==> src/rtl/quad_debounce_pkg.sv <==
// Shared defaults for the quadrature debouncer.
package quad_debounce_pkg;

  // Defaults for the filter window and the synchronizer depth.
  localparam int unsigned QD_STABLE_CYCLES = 16;
  localparam int unsigned QD_SYNC_STAGES   = 2;

  // Number of encoder channels (A and B).
  localparam int unsigned QD_NUM_CH = 2;

endpackage

==> src/rtl/quad_debounce_channel.sv <==
// One debounced bit: input synchronizer, stability counter, output register.
module debounce_channel
  import quad_debounce_pkg::*;
#(
  parameter int unsigned STABLE_CYCLES = QD_STABLE_CYCLES,
  parameter int unsigned SYNC_STAGES   = QD_SYNC_STAGES
) (
  input  logic clk,
  input  logic rst_n,
  input  logic din,
  output logic dout
);

  localparam int unsigned CW = $clog2(STABLE_CYCLES + 1);
  // Count at which the next mismatching edge adopts the new level.
  localparam logic [CW-1:0] CNT_LAST = CW'(STABLE_CYCLES - 1);

  logic [SYNC_STAGES-1:0] sync_q, sync_d;
  logic [CW-1:0]          cnt_q, cnt_d;
  logic                   out_q, out_d;
  logic                   s;

  assign s    = sync_q[SYNC_STAGES-1];
  assign dout = out_q;

  // Shift the raw input through the synchronizer chain.
  always_comb begin
    sync_d = {sync_q[SYNC_STAGES-2:0], din};
  end

  // Any agreement with the output restarts the window; the final count
  // folds into the toggle so the counter never wraps.
  always_comb begin
    cnt_d = cnt_q;
    out_d = out_q;
    if (s == out_q) begin
      cnt_d = '0;
    end else if (cnt_q == CNT_LAST) begin
      out_d = s;
      cnt_d = '0;
    end else begin
      cnt_d = cnt_q + CW'(1'b1);
    end
  end

  // State registers, all cleared asynchronously.
  always_ff @(posedge clk or negedge rst_n) begin
    if (!rst_n) begin
      sync_q <= '0;
      cnt_q  <= '0;
      out_q  <= 1'b0;
    end else begin
      sync_q <= sync_d;
      cnt_q  <= cnt_d;
      out_q  <= out_d;
    end
  end

endmodule

==> src/rtl/quad_debounce.sv <==
// Two independent debouncers for the A/B lines of a rotary encoder.
module quad_debounce
  import quad_debounce_pkg::*;
#(
  parameter int unsigned STABLE_CYCLES = QD_STABLE_CYCLES,
  parameter int unsigned SYNC_STAGES   = QD_SYNC_STAGES
) (
  input  logic clk,
  input  logic rst_n,
  input  logic Ain,
  input  logic Bin,
  output logic Aout,
  output logic Bout
);

  logic [QD_NUM_CH-1:0] din, dout;

  assign din  = {Ain, Bin};
  assign Aout = dout[1];
  assign Bout = dout[0];

  // Identical per-channel filters with no shared state.
  for (genvar g = 0; g < QD_NUM_CH; g++) begin : g_ch
    debounce_channel #(
      .STABLE_CYCLES (STABLE_CYCLES),
      .SYNC_STAGES   (SYNC_STAGES)
    ) u_ch (
      .clk   (clk),
      .rst_n (rst_n),
      .din   (din[g]),
      .dout  (dout[g])
    );
  end

endmodule

==> config.mk <==
export PLATFORM = sky130hd
export DESIGN_NAME = quad_debounce
export DESIGN_NICKNAME = d
export VERILOG_FILES = /design/src/rtl/quad_debounce_pkg.sv /design/src/rtl/quad_debounce_channel.sv /design/src/rtl/quad_debounce.sv
export SDC_FILE = /design/constraint.sdc
export NUM_CORES = 1
export LEC_CHECK = 0
export ABC_AREA = 1
export CAP_MARGIN = 40
export CELL_PAD_IN_SITES_DETAIL_PLACEMENT = 1
export CELL_PAD_IN_SITES_GLOBAL_PLACEMENT = 1
export CORE_UTILIZATION = 43
export DETAILED_ROUTE_END_ITERATION = 8
export PLACE_DENSITY_LB_ADDON = 0.1
export SETUP_SLACK_MARGIN = 0.15
export SLEW_MARGIN = 25
export SYNTH_ARGS = -nofsm -noshare
export SYNTH_HDL_FRONTEND = slang
export SYNTH_SLANG_ARGS = --single-unit
==> constraint.sdc <==
create_clock -name clk -period 2.4 [get_ports clk]
set_clock_uncertainty 0.05 [all_clocks]
set_input_delay 0.48 -clock clk [delete_from_list [all_inputs] [get_ports clk]]
set_output_delay 0.48 -clock clk [all_outputs]
set_load 0.02 [all_outputs]
==> results.json <==
{
  "tightest_slew_ps": 670,
  "pwr-share-comb": 0.063,
  "synth.net_count": 76,
  "min_path_type": "reg2reg",
  "dieArea_sq_um": 1660,
  "cp_cell_sequence": "clkdlybuf4s50_1",
  "clkPwrFrac": 0.347,
  "drive_above_1_share": 0.0506,
  "ys_warn_count": 0,
  "peakVddDrop_mv": 0.379,
  "synth.top_cell.area_share": 0.620,
  "routed_wl_microns": 1220,
  "cp.required_ps": 1870,
  "yosys-top-cells-area": "dfrtp_1, nand2_1, nor2_1, inv_1, ha_1",
  "drt_first_pass_iters": 2,
  "drv_cap": 0,
  "path_class": "reg2out",
  "rr_worst_depth": 4,
  "cts-root-buf": "clkbuf_4",
  "clockBufferDepth": 2,
  "pin_count": 6,
  "r2r_slack_ps": 1190,
  "antenna_found_initial": 0,
  "grt_pass1_wl_microns": 1830,
  "net-switching-power_w": 0.000108,
  "clock_sinks": 16,
  "switching_share": 0.219,
  "antenna_cells": 0,
  "cp-start-kind": "flop",
  "finalCritPeriodShare": 0.759,
  "path_max_fanout": 4,
  "setup_viol": 0,
  "mappedNetlistArea_sq_um": 646,
  "vias_per_cell": 4.94,
  "postRouteAntennaNets": 0,
  "crit_start": "g_ch[1].u_ch.dout",
  "reg2reg_from": "g_ch[0].u_ch.cnt_q[0]",
  "grt_pass1_vias": 415,
  "vias": 464,
  "fmaxAchievable_mhz": 549,
  "hold_buffers": 0,
  "slew_violations": 0,
  "hpwl_microns": 933,
  "portBuffers": 5,
  "clk_latency_ps": 280,
  "drtIter0Drc": 4,
  "wire_per_inst_microns": 13.0,
  "crit_family": "buffers and inverters",
  "seqPwrFrac": 0.590,
  "critical_path.endpoint": "Aout",
  "grt_setup_unrepaired": "false",
  "status": "complete, no violations",
  "fin_hold_ws_ps": 316,
  "core-area_sq_um": 1350,
  "grt_max_degree": 17,
  "layout_min_cycle_time_ps": 1820,
  "worst_path_largest_cell_delay_ps": 620,
  "cts.clk_slew.worst_paths_ps": 90,
  "crit_cells": 1,
  "cts_buffers": 3,
  "nets": 86,
  "synthCells": 70,
  "worstSetupEndpointType": "output pin",
  "route.detailed.drc": 0,
  "power_density_nw_per_um2": 660,
  "hold_viol": 0,
  "h-tree-depth": 1,
  "gp_congestion": 0.618,
  "synth_cell_type_count": 8,
  "postCtsResizedCells": 0,
  "dieWidth_microns": 40.8,
  "initial_utilization": 0.478,
  "slew_headroom": 0.552,
  "slowest_stage": "clkdlybuf4s50_1",
  "grtUsageTotal": 0.177,
  "die_y_microns": 40.8,
  "p_int_w": 0.000387,
  "power.leakage_nw": 0.384,
  "syn_area_per_cell_sq_um": 9.22,
  "ys_seq_area_frac": 0.620,
  "fin_tns_setup_ps": 0,
  "floorplan.rows": 13,
  "syn2layout_area_growth_pct": 16.3,
  "ys_ff_latch": 16,
  "grt_overflow_total": 0,
  "cts_setup_buffers": 0,
  "rr_endpoint": "g_ch[0].u_ch.cnt_q[0]",
  "path_buf_inv": 1,
  "synth_top_cell_by_area": "dfrtp_1",
  "arrival_ps": 1290,
  "cts_tree": "yes"
}
[cell usage after synthesis (all sizes together)]
| cell | number |
|---|---|
| nand3 | 4 |
| xnor2 | 2 |
| ha | 2 |
| inv | 8 |
| dfrtp | 16 |
| nor2 | 16 |
| nand4 | 4 |
| nand2 | 18 |
[final cells by class]
class / count / area, sq um
fill: 172 / 599
sequential: 16 / 400
multi-input combinational: 46 / 215
timing repair buffer: 5 / 50.0
clock buffer: 4 / 36.3
inverter: 8 / 30.0
tap: 15 / 18.8
[flip-flops by register name, indices dropped and copies added, names as in the netlist]
name              count
g_ch.u_ch.sync_q      4
g_ch.u_ch.cnt_q      10
g_ch.u_ch.dout        2
[cell usage in the layout (no fill, tap or decap)]
| cell | instances |
|---|---|
| clkbuf_4 | 3 |
| clkbuf_8 | 1 |
| clkdlybuf4s50_1 | 5 |
| dfrtp_1 | 16 |
| ha_1 | 2 |
| inv_1 | 8 |
| nand2_1 | 18 |
| nand3_1 | 4 |
| nand4_1 | 4 |
| nor2_1 | 16 |
| xnor2_1 | 2 |
[routing by layer]
metal  vias to the layer above  share of wire  track usage
li1                        236              -            -
met1                       221           0.49        0.216
met2                         5           0.47        0.278
met3                         2          0.028       0.0652
met4                         0         0.0098       0.0750
met5                         -              0            0
[worst reg2reg max path: cells and delay by family (launching register included)]
family	cells	cell delay, ps
DFF	1	430
and+or+nand+nor	3	400
adders and majority gates	1	250
[power groups by stage]
stage               registers (W)  clock network (W)  logic [W]
finish                   0.000292           0.000172  0.0000314
global route             0.000293           0.000186  0.0000369
CTS                      0.000292           0.000179  0.0000322
detailed placement       0.000298                  0  0.0000320
global placement         0.000297                  0  0.0000304
floorplan                0.000294                  0  0.0000178
[worst min-delay path by stage]
stage	from	end	slack [ps]	cells after the start
after floorplan	rst_n	g_ch[0].u_ch.cnt_q[0]	130	0
after global placement	g_ch[1].u_ch.sync_q[0]	g_ch[1].u_ch.sync_q[1]	290	0
after detailed placement	g_ch[0].u_ch.sync_q[0]	g_ch[0].u_ch.sync_q[1]	290	0
after CTS	g_ch[0].u_ch.sync_q[0]	g_ch[0].u_ch.sync_q[1]	320	0
after global routing	g_ch[0].u_ch.sync_q[0]	g_ch[0].u_ch.sync_q[1]	320	0
final	g_ch[0].u_ch.sync_q[0]	g_ch[0].u_ch.sync_q[1]	320	0
[kinds of logic after synthesis]
logic type	Yosys count	synth area share
XOR/XNOR	2	0.0271
adder cells (fa/ha/maj)	2	0.0388
buffers and inverters	8	0.0465
flip-flops	16	0.620
AND/OR/NAND/NOR	42	0.267
[per-stage QoR]
stage	util	cells	setup slack (ps)	instance area, sq um	total power (W)
global route	0.556	94	525	751	0.000516
finish	0.556	94	577	751	0.000496
global placement	0.529	90	892	714	0.000327
floorplan	-	70	1400	646	0.000312
CTS	0.556	94	560	751	0.000503
detailed placement	0.529	90	877	714	0.000330
(Power assumes the default switching activity.)
